File: src/rtl/control_unit.sv
// ---------------------------------------------------------------------------
// control_unit
//   Multi-cycle instruction sequencer for the datapath. Fetches an instruction
//   (F0..F2), decodes its opcode (DEC), executes (EXA) and, for ld/st, performs
//   the data memory transfer (MEMW) and register write-back (WB).
//
// Ports
//   clk            : clock, all state changes on the rising edge
//   clr            : asynchronous active-high reset
//   ir_out[31:0]   : instruction register from the datapath
//                    opcode [31:27], ra [26:23], rb [22:19], rc [18:15]
//   mem_ready      : memory finishes the current read/write this cycle
//   mem_read/write : memory request strobes
//   ir_en .. rf_in_md : datapath control strobes
//   rf_a/b/z_addr  : register file addresses
//   alu_select     : one-hot ALU operation
//   halted         : high while in HALT
//   illegal_op     : one-cycle pulse when DEC sees an undefined opcode
// ---------------------------------------------------------------------------
module control_unit (
   input  logic        clk,
   input  logic        clr,
   input  logic [31:0] ir_out,
   input  logic        mem_ready,
   output logic        mem_read,
   output logic        mem_write,
   output logic        ir_en,
   output logic        pc_increment,
   output logic        pc_in_alu,
   output logic        pc_in_rf_a,
   output logic        ma_in_pc,
   output logic        ma_in_alu,
   output logic        md_in_memory,
   output logic        md_in_rf_b,
   output logic        alu_a_in_rf,
   output logic        alu_a_in_pc,
   output logic        alu_b_in_rf,
   output logic        alu_b_in_constant,
   output logic        lo_en,
   output logic        hi_en,
   output logic        rf_in_alu,
   output logic        rf_in_hi,
   output logic        rf_in_lo,
   output logic        rf_in_md,
   output logic [3:0]  rf_a_addr,
   output logic [3:0]  rf_b_addr,
   output logic [3:0]  rf_z_addr,
   output logic [11:0] alu_select,
   output logic        halted,
   output logic        illegal_op
);

   typedef enum logic [3:0] {
      S_RESET = 4'd0,
      S_F0    = 4'd1,
      S_F1    = 4'd2,
      S_F2    = 4'd3,
      S_DEC   = 4'd4,
      S_EXA   = 4'd5,
      S_MEMW  = 4'd6,
      S_WB    = 4'd7,
      S_HALT  = 4'd8
   } state_t;

   localparam logic [4:0] OP_LD   = 5'b00000;
   localparam logic [4:0] OP_ST   = 5'b00010;
   localparam logic [4:0] OP_ADD  = 5'b00011;
   localparam logic [4:0] OP_SUB  = 5'b00100;
   localparam logic [4:0] OP_AND  = 5'b00101;
   localparam logic [4:0] OP_OR   = 5'b00110;
   localparam logic [4:0] OP_SHR  = 5'b00111;
   localparam logic [4:0] OP_SHRA = 5'b01000;
   localparam logic [4:0] OP_SHL  = 5'b01001;
   localparam logic [4:0] OP_ROR  = 5'b01010;
   localparam logic [4:0] OP_ROL  = 5'b01011;
   localparam logic [4:0] OP_ADDI = 5'b01100;
   localparam logic [4:0] OP_MUL  = 5'b01111;
   localparam logic [4:0] OP_DIV  = 5'b10000;
   localparam logic [4:0] OP_NEG  = 5'b10001;
   localparam logic [4:0] OP_NOT  = 5'b10010;
   localparam logic [4:0] OP_JR   = 5'b10100;
   localparam logic [4:0] OP_MFHI = 5'b11000;
   localparam logic [4:0] OP_MFLO = 5'b11001;
   localparam logic [4:0] OP_NOP  = 5'b11010;
   localparam logic [4:0] OP_HALT = 5'b11011;

   // Registered control word; md_in_memory and illegal_op are handled
   // separately because they must react within the same cycle.
   typedef struct packed {
      logic        mem_read;
      logic        mem_write;
      logic        ir_en;
      logic        pc_increment;
      logic        pc_in_alu;
      logic        pc_in_rf_a;
      logic        ma_in_pc;
      logic        ma_in_alu;
      logic        md_in_rf_b;
      logic        alu_a_in_rf;
      logic        alu_a_in_pc;
      logic        alu_b_in_rf;
      logic        alu_b_in_constant;
      logic        lo_en;
      logic        hi_en;
      logic        rf_in_alu;
      logic        rf_in_hi;
      logic        rf_in_lo;
      logic        rf_in_md;
      logic        halted;
      logic [3:0]  rf_a_addr;
      logic [3:0]  rf_b_addr;
      logic [3:0]  rf_z_addr;
      logic [11:0] alu_select;
   } ctrl_t;

   // ir fields kept: [16:12] opcode, [11:8] ra, [7:4] rb, [3:0] rc
   state_t      state_q, state_d;
   logic [16:0] ir_q, ir_d;
   ctrl_t       ctrl_q;
   logic        ir_unused_s;

   // Low instruction bits carry immediates for the datapath only.
   assign ir_unused_s = ^ir_out[14:0];

   function automatic logic is_defined(input logic [4:0] op);
      logic ok;
      case (op)
         OP_LD, OP_ST, OP_ADD, OP_SUB, OP_AND, OP_OR, OP_SHR, OP_SHRA,
         OP_SHL, OP_ROR, OP_ROL, OP_ADDI, OP_MUL, OP_DIV, OP_NEG, OP_NOT,
         OP_JR, OP_MFHI, OP_MFLO, OP_NOP, OP_HALT: ok = 1'b1;
         default:                                   ok = 1'b0;
      endcase
      return ok;
   endfunction

   // One-hot ALU select for the two-register / immediate ALU opcodes.
   function automatic logic [11:0] alu_onehot(input logic [4:0] op);
      logic [11:0] sel;
      case (op)
         OP_ADD, OP_ADDI: sel = 12'h001;
         OP_SUB:          sel = 12'h002;
         OP_AND:          sel = 12'h004;
         OP_OR:           sel = 12'h008;
         OP_SHR:          sel = 12'h010;
         OP_SHRA:         sel = 12'h020;
         OP_SHL:          sel = 12'h040;
         OP_ROR:          sel = 12'h080;
         OP_ROL:          sel = 12'h100;
         OP_NEG, OP_NOT:  sel = 12'h800;
         default:         sel = 12'h000;
      endcase
      return sel;
   endfunction

   // Moore decode of the control word for a given state and latched IR.
   function automatic ctrl_t decode_ctrl(input state_t st, input logic [16:0] ir);
      ctrl_t       c;
      logic [4:0]  op;
      logic [3:0]  ra;
      logic [3:0]  rb;
      logic [3:0]  rc;
      c  = '0;
      op = ir[16:12];
      ra = ir[11:8];
      rb = ir[7:4];
      rc = ir[3:0];
      case (st)
         S_F0: c.ma_in_pc = 1'b1;
         S_F1: c.mem_read = 1'b1;
         S_F2: begin
            c.ir_en        = 1'b1;
            c.pc_increment = 1'b1;
         end
         S_EXA: begin
            case (op)
               OP_ADD, OP_SUB, OP_AND, OP_OR, OP_SHR, OP_SHRA, OP_SHL,
               OP_ROR, OP_ROL, OP_NEG, OP_NOT, OP_ADDI: begin
                  c.alu_a_in_rf       = 1'b1;
                  c.alu_b_in_rf       = (op != OP_ADDI);
                  c.alu_b_in_constant = (op == OP_ADDI);
                  c.rf_in_alu         = 1'b1;
                  c.alu_select        = alu_onehot(op);
                  c.rf_a_addr         = rb;
                  c.rf_b_addr         = rc;
                  c.rf_z_addr         = ra;
               end
               OP_MUL, OP_DIV: begin
                  c.alu_a_in_rf = 1'b1;
                  c.alu_b_in_rf = 1'b1;
                  c.rf_a_addr   = ra;
                  c.rf_b_addr   = rb;
                  c.alu_select  = (op == OP_MUL) ? 12'h200 : 12'h400;
                  c.lo_en       = 1'b1;
                  c.hi_en       = 1'b1;
               end
               OP_MFHI: begin
                  c.rf_in_hi  = 1'b1;
                  c.rf_z_addr = ra;
               end
               OP_MFLO: begin
                  c.rf_in_lo  = 1'b1;
                  c.rf_z_addr = ra;
               end
               OP_JR: begin
                  c.pc_in_rf_a = 1'b1;
                  c.rf_a_addr  = ra;
               end
               OP_LD, OP_ST: begin
                  // effective address = R[rb] + constant
                  c.alu_a_in_rf       = 1'b1;
                  c.alu_b_in_constant = 1'b1;
                  c.alu_select        = 12'h001;
                  c.ma_in_alu         = 1'b1;
                  c.rf_a_addr         = rb;
                  c.md_in_rf_b        = (op == OP_ST);
                  c.rf_b_addr         = (op == OP_ST) ? ra : 4'd0;
               end
               default: c = '0;
            endcase
         end
         S_MEMW: begin
            c.mem_read  = (op == OP_LD);
            c.mem_write = (op == OP_ST);
         end
         S_WB: begin
            c.rf_in_md  = 1'b1;
            c.rf_z_addr = ra;
         end
         S_HALT:  c.halted = 1'b1;
         default: c = '0;
      endcase
      return c;
   endfunction

   // Next-state and IR latch logic.
   always_comb begin
      state_d = state_q;
      ir_d    = ir_q;
      case (state_q)
         S_RESET: state_d = S_F0;
         S_F0:    state_d = S_F1;
         S_F1: begin
            if (mem_ready) begin
               state_d = S_F2;
            end else begin
               state_d = S_F1;
            end
         end
         S_F2:    state_d = S_DEC;
         S_DEC: begin
            ir_d = ir_out[31:15];
            if (ir_out[31:27] == OP_HALT) begin
               state_d = S_HALT;
            end else if ((ir_out[31:27] == OP_NOP) || !is_defined(ir_out[31:27])) begin
               state_d = S_F0;
            end else begin
               state_d = S_EXA;
            end
         end
         S_EXA: begin
            if ((ir_q[16:12] == OP_LD) || (ir_q[16:12] == OP_ST)) begin
               state_d = S_MEMW;
            end else begin
               state_d = S_F0;
            end
         end
         S_MEMW: begin
            if (!mem_ready) begin
               state_d = S_MEMW;
            end else if (ir_q[16:12] == OP_LD) begin
               state_d = S_WB;
            end else begin
               state_d = S_F0;
            end
         end
         S_WB:    state_d = S_F0;
         S_HALT:  state_d = S_HALT;
         default: state_d = S_RESET;
      endcase
   end

   // State, IR copy and control word registers; outputs are decoded from the
   // next state so they line up with the state they belong to.
   always_ff @(posedge clk or posedge clr) begin
      if (clr) begin
         state_q <= S_RESET;
         ir_q    <= 17'd0;
         ctrl_q  <= '0;
      end else begin
         state_q <= state_d;
         ir_q    <= ir_d;
         ctrl_q  <= decode_ctrl(state_d, ir_d);
      end
   end

   // Memory data capture happens in the very cycle the transfer completes.
   assign md_in_memory = mem_ready &
                         ((state_q == S_F1) ||
                          ((state_q == S_MEMW) && (ir_q[16:12] == OP_LD)));

   // Flag the undefined opcode while DEC is looking at it.
   assign illegal_op = (state_q == S_DEC) && !is_defined(ir_out[31:27]);

   assign mem_read          = ctrl_q.mem_read;
   assign mem_write         = ctrl_q.mem_write;
   assign ir_en             = ctrl_q.ir_en;
   assign pc_increment      = ctrl_q.pc_increment;
   assign pc_in_alu         = ctrl_q.pc_in_alu;
   assign pc_in_rf_a        = ctrl_q.pc_in_rf_a;
   assign ma_in_pc          = ctrl_q.ma_in_pc;
   assign ma_in_alu         = ctrl_q.ma_in_alu;
   assign md_in_rf_b        = ctrl_q.md_in_rf_b;
   assign alu_a_in_rf       = ctrl_q.alu_a_in_rf;
   assign alu_a_in_pc       = ctrl_q.alu_a_in_pc;
   assign alu_b_in_rf       = ctrl_q.alu_b_in_rf;
   assign alu_b_in_constant = ctrl_q.alu_b_in_constant;
   assign lo_en             = ctrl_q.lo_en;
   assign hi_en             = ctrl_q.hi_en;
   assign rf_in_alu         = ctrl_q.rf_in_alu;
   assign rf_in_hi          = ctrl_q.rf_in_hi;
   assign rf_in_lo          = ctrl_q.rf_in_lo;
   assign rf_in_md          = ctrl_q.rf_in_md;
   assign rf_a_addr         = ctrl_q.rf_a_addr;
   assign rf_b_addr         = ctrl_q.rf_b_addr;
   assign rf_z_addr         = ctrl_q.rf_z_addr;
   assign alu_select        = ctrl_q.alu_select;
   assign halted            = ctrl_q.halted;

endmodule
File: config.mk
export PLATFORM = sky130hd
export DESIGN_NAME = control_unit
export DESIGN_NICKNAME = d
export VERILOG_FILES = /design/src/rtl/control_unit.sv
export SDC_FILE = /design/constraint.sdc
export NUM_CORES = 1
export LEC_CHECK = 0
export BUFFER_PORTS_ARGS = -buffer_cell sky130_fd_sc_hd__buf_2
export CAP_MARGIN = 20
export CORE_MARGIN = 2
export CORE_UTILIZATION = 47
export CTS_CLUSTER_DIAMETER = 100
export DETAILED_ROUTE_END_ITERATION = 16
export HOLD_SLACK_MARGIN = 0.12
export PLACE_DENSITY_LB_ADDON = 0.3
export SLEW_MARGIN = 20
export SYNTH_ARGS = -nofsm -noshare
export SYNTH_HDL_FRONTEND = slang
export SYNTH_SLANG_ARGS = --single-unit
File: constraint.sdc
create_clock -name clk -period 3.4 [get_ports clk]
set_input_delay 0.34 -clock clk [delete_from_list [all_inputs] [get_ports clk]]
set_output_delay 0.34 -clock clk [all_outputs]
set_load 0.02 [all_outputs]
Word-level counts from Yosys, hierarchy flattened
Memory sizes are Yosys's and may differ from the RTL's. Cells that the tools add are included.

Input bits: 35. Logic and storage cells: 121. Bits in registers: 65. Output and inout port bits: 46. Memories kept: 3. ROM bits: 384.

Bitwise gates (word level): 1. Reduce and logical (&&, ||, !) cells: 18. Muxes and demuxes: 36. Eq/ne operators: 37.

Memory list: (no name shown) (depth 32, bits a word 10, read ports 1, clocked after memory_dff 0, write ports 0, RTL line 139) `case (op)`; (no name shown) (depth 32, bits a word 1, read ports 1, clocked after memory_dff 0, write ports 0, RTL line 127) `case (op)`; (no name shown) (depth 32, bits a word 1, read ports 1, clocked after memory_dff 0, write ports 0, RTL line 127).

Operators with widths (count): == test 5 bit (second input constant) (8); one-hot mux 12 bit (3 select lines) (1); one-hot mux 4 bit (8 select lines) (1); == test 5 x 4 -> 1 bit (second input constant) (6); == test 4 x 3 -> 1 bit (second input constant) (7); OR reduction 14 bit (2); two-way mux 11 bit (2); == test 5 x 3 -> 1 bit (second input constant) (4); two-way mux 17 bit (1); == test 4 x 2 -> 1 bit (second input constant) (4); one-hot mux 4 bit (2 select lines) (2); OR reduction 16 bit (1); == test 5 x 2 -> 1 bit (second input constant) (3); two-way mux 1 bit (13); two-way mux 12 bit (1); two-way mux 3 bit (4); two-way mux 4 bit (3); one-hot mux 4 bit (3 select lines) (1); OR reduction 12 bit (1); logical NOT 5 bit (2); == test 4 x 1 -> 1 bit (second input constant) (2); == test 4 bit (second input constant) (2); two-way mux 8 bit (1); two-way mux 2 bit (3); 9 further kinds (17).

Depth between registers and ports, before layout
Gate-level depths: netlist of run 1.

Word-level depth: 10. Mapped depth: 14. Depth with buffers taken out: 10.

Worst setup path after synthesis of run 1
OpenSTA, ideal clock, no wires.

Kind: register to register. Start point: reg state_q[3]. End point: reg ctrl_q (netlist bit rf_z_addr[0]). Clock period less this slack: 3.235 ns. Path slack: 0.165 ns. Setup time: 0.151 ns. Stages on the path, launching flop included: 14. Required time: 3.249 ns. Buffers on the path: 4. Arrival time: 3.084 ns. Cell sequence: dfrtp_1 > buf_6 > or4b_1 > buf_6 > buf_6 > clkbuf_1 > a21oi_1 > inv_1 > ha_1 > or2_2 > a21oi_1 > o2bb2ai_2 > a211oi_1 > a211oi_1.

Longest elaborated chain between the ends: 6.

RTL lines: start: declaration (RTL line 117) `state_t state_q, state_d;`; start signal: assignment (RTL line 290) `state_q <= state_d;`; == test 4 x 3 -> 1 bit * (RTL line 239) `case (state_q)`; two-way mux 17 bit * (RTL line 239); net ir_d[12] (RTL line 118) `logic [16:0] ir_q, ir_d;`; == test 5 x 4 -> 1 bit (tied with other cells) (RTL line 175) `case (op)`; OR reduction 14 bit (no line) *; two-way mux 4 bit * (RTL line 175); one-hot mux 4 bit (2 select lines) * (RTL line 167) `case (st)`; end signal: assignment (RTL line 292) `ctrl_q <= decode_ctrl(state_d, ir_d);`; end: declaration (RTL line 119) `ctrl_t ctrl_q;`.

Mark *: on every way through the listed nets, which the timed path passes. The rest lies on a longest branch.

Worst setup path after layout of run 1
Start point: reg state_q[2]. End point: reg ctrl_q (netlist bit rf_z_addr[3]).

Same word-level chain as after synthesis.

==> results of run 1 <==
registers in the layout, summed over array words and instances (netlist names), 4 cells and up:
name and flops:
rf_a_addr 4, rf_b_addr 4, ir_q 17, alu_select 12, state_q 4, rf_z_addr 4
critical path: cells and delay by family, from the launching register on:
kind	cells	cell delay (ns)
flip-flops	1	0.49
AO/OA/AOI/OAI	5	0.99
adder cells (fa/ha/maj)	1	0.25
buffers and inverters	2	0.25
AND/OR/NAND/NOR	2	0.92
worst max-delay path by stage:
stage                   endpoint  slack (ns)
floorplan           rf_z_addr[0]        0.16
global placement    rf_z_addr[3]        0.41
detailed placement  rf_z_addr[3]        0.38
CTS                 rf_z_addr[3]        0.36
global route        rf_z_addr[3]        0.14
finish              rf_z_addr[3]        0.35
area by class of cell:
class / count / area (sq um) / area share [%]
sequential: 61 / 1530 / 42.6
multi-input combinational: 193 / 1320 / 36.9
timing repair buffer: 72 / 383 / 10.7
clock buffer: 13 / 169 / 4.71
tap: 77 / 96.3 / 2.69
inverter: 19 / 71.3 / 1.99
clock inverter: 3 / 18.8 / 0.523
per-layer routing:
metal	vias to the layer above	GRT usage [%]	wire length, microns
met5	-	0	0
met4	0	8.66	138
met3	11	5.01	441
met2	94	31.5	3200
met1	1168	27.3	3060
li1	1150	-	-
cells by family (layout without fill, tap and decap cells):
family	count (synthesis)	count (layout)
mux	12	12
simple gates	110	110
fa+ha+maj	7	7
flops	61	61
other cells	1	2
compound gates	60	60
xor+xnor	2	2
buf+inv	38	107
stage by stage:
stage          total power [W]  setup WS (ns)
6_report               0.00266          0.353
5_1_grt                0.00284          0.144
4_1_cts                0.00268          0.357
3_5_place_dp           0.00206          0.379
3_3_place_gp           0.00203          0.413
2_1_floorplan          0.00177          0.165
cell usage in the layout (no fill, tap or decap), drive strengths merged, types with 2 or more instances in the layout:
master / count
buf: 72
dfrtp: 61
nand2: 28
inv: 19
nor3: 18
nor2: 17
clkbuf: 13
mux2i: 10
a21oi: 9
nor2b: 8
a211oi: 8
o211ai: 8
ha: 7
or2: 7
and2: 6
o21ai: 6
nand3: 5
o221ai: 5
o22ai: 5
and3: 3
o21a: 3
nor4: 3
a22oi: 3
clkinv: 3
nand2b: 2
a31oi: 2
nor3b: 2
mux2: 2
xnor2: 2
a21o: 2
conb: 2
nor4b: 2
where the power goes:
part	internal [W]	total, W	switching (W)	leakage, nW
Sequential	0.000867	0.000985	0.000118	0.811
Combinational	0.000396	0.00108	0.000679	0.964
Clock	0.000323	0.000602	0.000279	0.0994
==> flow_metrics.tcl, run 1 <==
set metrics [dict create \
    outcome "finished, final reports clean" \
    antenna_cells 0 \
    post_cts.repair.setup_buffers 0 \
    critPathMaxStageDelay_ns 0.58 \
    dp.cells 422 \
    finalSetupViolations 0 \
    critical_path_s_slowest_cell "sky130_fd_sc_hd__or4b_1" \
    synth_cells 291 \
    ff2ff_setup_slack_ns 0.35 \
    timing.critical_path.arrival_ns 3.26 \
    floorplan.rows 29 \
    startpoint_type "flop" \
    worst_r2r_path_depth 10 \
    fp.coreArea_sq_mm 0.00631 \
    synth-simple-area-share_pct 19.5 \
    ys_ff_latch 61 \
    io_pins 81 \
    report.final.slew_viol_count 0 \
    timing.clock.skew_ns 0.00298 \
    synth.distinct_cells 59 \
    ir_worst_vdd_mv 0.322 \
    global_route.overflow_total 0 \
    critical_path_class "flop to flop" \
    synth-main-ff-cell "sky130_fd_sc_hd__dfrtp_1" \
    post_cts_hold_buffer_count 0 \
    synth-compound-area-share_pct 16.1 \
    finalCoreUtilization_pct 56.8 \
    detail_route.wirelength_microns 6840 \
    yosysTopAreaCellShare_pct 50.2 \
    finalCriticalPeriod_ns 3.05 \
    timing.final.crit_share_pct 89.6 \
    drtIter0Drc 210 \
    grt_pass1_vias 2356 \
    clk_pin_slew_ns 0.07 \
    dieHeight_microns 84.4 \
    post_cts.resized_instances 0 \
    synth_top_family_by_area "simple AND/OR/NAND/NOR gates" \
    largest_cells_by_area_after_synthesis "sky130_fd_sc_hd__dfrtp_1 (50%), sky130_fd_sc_hd__nand2_1 (3.5%), sky130_fd_sc_hd__mux2i_1 (3.0%)" \
    post_synth_instance_area_sq_mm 0.00304 \
    worst_r2r_startpoint "state_q[2]" \
    worst_hold_slack_ns 0.185 \
    clock_tree_from_tritoncts "done" \
    max-clock-path-buffers 2 \
    dpl_hpwl_microns 4900 \
    critical_path.max_fanout 8 \
    clockRootBuffer "sky130_fd_sc_hd__clkbuf_8" \
    maxClockFrequency_ghz 0.328 \
    placement.cell_area_sq_mm 0.00340 \
    cp_common_cell "sky130_fd_sc_hd__a211oi_1" \
    yosys_synthesis_warning_count 0 \
    dieWidth_microns 84.4 \
    report.final.hold_viol_count 0 \
    power.density_cell_area_mw_per_mm2 742 \
    worst-endpoint-required_ns 3.61 \
    rsz0062_at_grt "no" \
    fraction_of_synthesized_cell_area_in_xor_and_xnor_cells_pct 0.577 \
    synthAdderAreaFrac_pct 2.88 \
    floorplan.die_area_sq_mm 0.00712 \
    routedWlPerCell_microns 15.6 \
    dr_total_vias 2423 \
    timing.critical_path.from "state_q[2]" \
    yosys-top-cells-count "sky130_fd_sc_hd__dfrtp_1 (61), sky130_fd_sc_hd__nand2_1 (28), sky130_fd_sc_hd__inv_1 (19), sky130_fd_sc_hd__nor3_1 (18), sky130_fd_sc_hd__nor2_1 (17)" \
    initial_antenna_violation_count 0 \
    ratio_of_cells_with_drive_above_1_in_the_final_layout_pct 30.2 \
    max_cap_violations 0 \
    final_cells 438 \
    synth.area.mux_share_pct 4.16 \
    finalWeightedCongestion 0.873 \
    drc_errors 0 \
    regToRegEndpoint "rf_z_addr[3]" \
    synth.avg_cell_area_sq_um 10.4 \
    synth_sequential_area_ratio_pct 50.2 \
    initial_util_pct 48.1 \
    fillerInstances 560 \
    nNetsFinal 398 \
    stdcell_area_sq_mm 0.00359 \
    ant_nets 0 \
    global_route.usage.total_pct 20.3 \
    number_of_clock_sinks 61 \
    cellLeakagePower_nw 1.87 \
    synthToLayoutAreaGrowth_pct 18.1 \
    hold_path_class "input port to asynchronous set/reset pin" \
    slew_headroom_pct 40.1 \
    drtPass1Iterations 4 \
    post-synth-top-area-cell "sky130_fd_sc_hd__dfrtp_1" \
    max_slew.worst_pin.slew_ns 0.897 \
    io_buffers 63 \
    wire_length_of_the_first_global_routing_pass_microns 11300 \
    worst_setup_path_end_kind "flop" \
    yosys.cell_count.top_type "sky130_fd_sc_hd__dfrtp_1" \
    cts_inserted_buffers 9 \
    setup_tns_ns 0 \
    worstSkewPairLatency_ns 0.34 \
    ys_async_sr_fraction_pct 100 \
    vias_per_cell 5.53 \
    grt_max_degree 44 \
    synth_enable_flop_cells 0 \
    worstPathCellList "or4b_1 > o21ai_0 > inv_1 > ha_1 > or2_2 > a21oi_1 > o2bb2ai_2 > a211oi_1 > buf_4 > a211oi_1" \
    cts_h_tree_depth 3 \
]
(Power assumes the default switching activity.)
==> run 2: changes to the inputs <==
- CORE_MARGIN: 2 -> 3
==> flow_metrics.tcl, run 2 (synthesis gave the netlist of run 1 again) <==
set metrics [dict create \
    dpl_hpwl_microns 4910 \
    dr_total_vias 2388 \
    worst_setup_path_end_kind "flop" \
    timing.critical_path.arrival_ns 3.25 \
    hold_path_class "input port to asynchronous set/reset pin" \
    dieHeight_microns 86.4 \
    post_cts_hold_buffer_count 0 \
    wire_length_of_the_first_global_routing_pass_microns 11100 \
    cellLeakagePower_nw 1.87 \
    report.final.hold_viol_count 0 \
    met3WireLength_microns 420 \
    ir_worst_vdd_mv 0.334 \
    finalSetupViolations 0 \
    global_route.overflow_total 0 \
    report.final.slew_viol_count 0 \
    top_signal_layer_used "met4" \
    initial_antenna_violation_count 0 \
    io_pins 81 \
    power.density_cell_area_mw_per_mm2 748 \
    post_cts.resized_instances 0 \
    regMostFlops "ir_q" \
    dieWidth_microns 86.4 \
    number_of_clock_sinks 61 \
    post_cts.repair.setup_buffers 0 \
    antenna_cells 0 \
    finalCriticalPeriod_ns 3.04 \
    clock_tree_from_tritoncts "done" \
    io_buffers 63 \
    setup_tns_ns 0 \
    drc_errors 0 \
    most-common-layout-cells "sky130_fd_sc_hd__buf_2 (63), sky130_fd_sc_hd__dfrtp_1 (61), sky130_fd_sc_hd__nand2_1 (28), sky130_fd_sc_hd__inv_1 (18), sky130_fd_sc_hd__nor3_1 (18)" \
    drtPass1Iterations 4 \
    max_slew.worst_pin.slew_ns 0.871 \
    critical_path_class "flop to flop" \
    clk_pin_slew_ns 0.07 \
    worst-endpoint-required_ns 3.61 \
    floorplan.die_area_sq_mm 0.00746 \
    max-clock-path-buffers 2 \
    max_cap_violations 0 \
    critical_path.max_fanout 8 \
    startpoint_type "flop" \
    floorplan.rows 28 \
    worstSkewPairLatency_ns 0.34 \
    cts_h_tree_depth 3 \
    timing.clock.skew_ns 0.00680 \
    largest_register_ffs 17 \
    global_route.usage.total_pct 19.4 \
    layout_commonest_cell "sky130_fd_sc_hd__buf_2" \
    grt_max_degree 39 \
    maxClockFrequency_ghz 0.329 \
    detail_route.wirelength_microns 6830 \
    ant_nets 0 \
    drtIter0Drc 154 \
    fp.coreArea_sq_mm 0.00610 \
    initial_util_pct 49.8 \
    cts_inserted_buffers 9 \
    met1Wirelength_microns 3140 \
    synthToLayoutAreaGrowth_pct 18.1 \
    routed-wl-met2_microns 3130 \
    slew_headroom_pct 41.3 \
    worst_hold_slack_ns 0.142 \
    rsz0062_at_grt "no" \
    vias_per_cell 5.49 \
    nNetsFinal 398 \
    routedWlPerCell_microns 15.7 \
    timing.final.crit_share_pct 89.4 \
    grt_pass1_vias 2247 \
    clockRootBuffer "sky130_fd_sc_hd__clkbuf_8" \
    outcome "finished, final reports clean" \
    ratio_of_cells_with_drive_above_1_in_the_final_layout_pct 30.0 \
    finalWeightedCongestion 0.846 \
]
[run 2: layout make-up]
cell class                      instances  area, sq um
Inverter                               19         71.3
Clock buffer                           11          141
Multi-Input combinational cell        193         1320
Timing Repair Buffer                   72          383
Sequential cell                        61         1530
Clock inverter                          4         48.8
Fill cell                             543         2510
Tap cell                               75         93.8
[run 2: final timing paths]
check	start	cells after the start	end	slack (ns)
worst max register to register	state_q[2]	10	rf_z_addr[3]	0.36
max in group asynchronous	clr	3	ir_q[16]	2.42
worst min-delay path	clr	2	hi_en	0.14
min in group clk	ir_out[18]	3	ir_q[3]	0.22
worst min register to register	ir_q[1]	2	ir_q[1]	0.48
worst max-delay path	state_q[2]	10	rf_z_addr[3]	0.36
[run 2: through the flow]
stage / utilization (%) / worst slack, ns / power (W) / area (sq um) / cells
floorplan: - / 0.165 / 0.00177 / 3040 / 292
global placement: 55.7 / 0.451 / 0.00202 / 3400 / 420
detailed placement: 55.7 / 0.401 / 0.00205 / 3400 / 420
CTS: 58.8 / 0.395 / 0.00268 / 3590 / 435
global route: 58.8 / 0.119 / 0.00286 / 3590 / 435
finish: 58.8 / 0.359 / 0.00268 / 3590 / 435
[run 2: report_power, final]
group | total [W] | leakage, nW | internal [W] | switching, W
Clock | 0.000630 | 0.0992 | 0.000353 | 0.000277
Combinational | 0.00108 | 0.964 | 0.000397 | 0.000678
Sequential | 0.000980 | 0.811 | 0.000867 | 0.000113
[run 2: worst max-delay path: stages, from the launching register on]
cell	delay (ns)
sky130_fd_sc_hd__dfrtp_1	0.48
sky130_fd_sc_hd__or4b_1	0.60
sky130_fd_sc_hd__a21oi_1	0.24
sky130_fd_sc_hd__inv_1	0.08
sky130_fd_sc_hd__ha_1	0.26
sky130_fd_sc_hd__or2_2	0.35
sky130_fd_sc_hd__a21oi_1	0.21
sky130_fd_sc_hd__o2bb2ai_2	0.18
sky130_fd_sc_hd__a211oi_1	0.27
sky130_fd_sc_hd__buf_4	0.18
sky130_fd_sc_hd__a211oi_1	0.07
[run 2: metal layers]
metal  global-route usage [%]  vias to the layer above
met5                        0                        -
met4                     8.78                        0
met3                     4.28                       11
met2                     28.6                       89
met1                     27.3                     1138
li1                         -                     1150
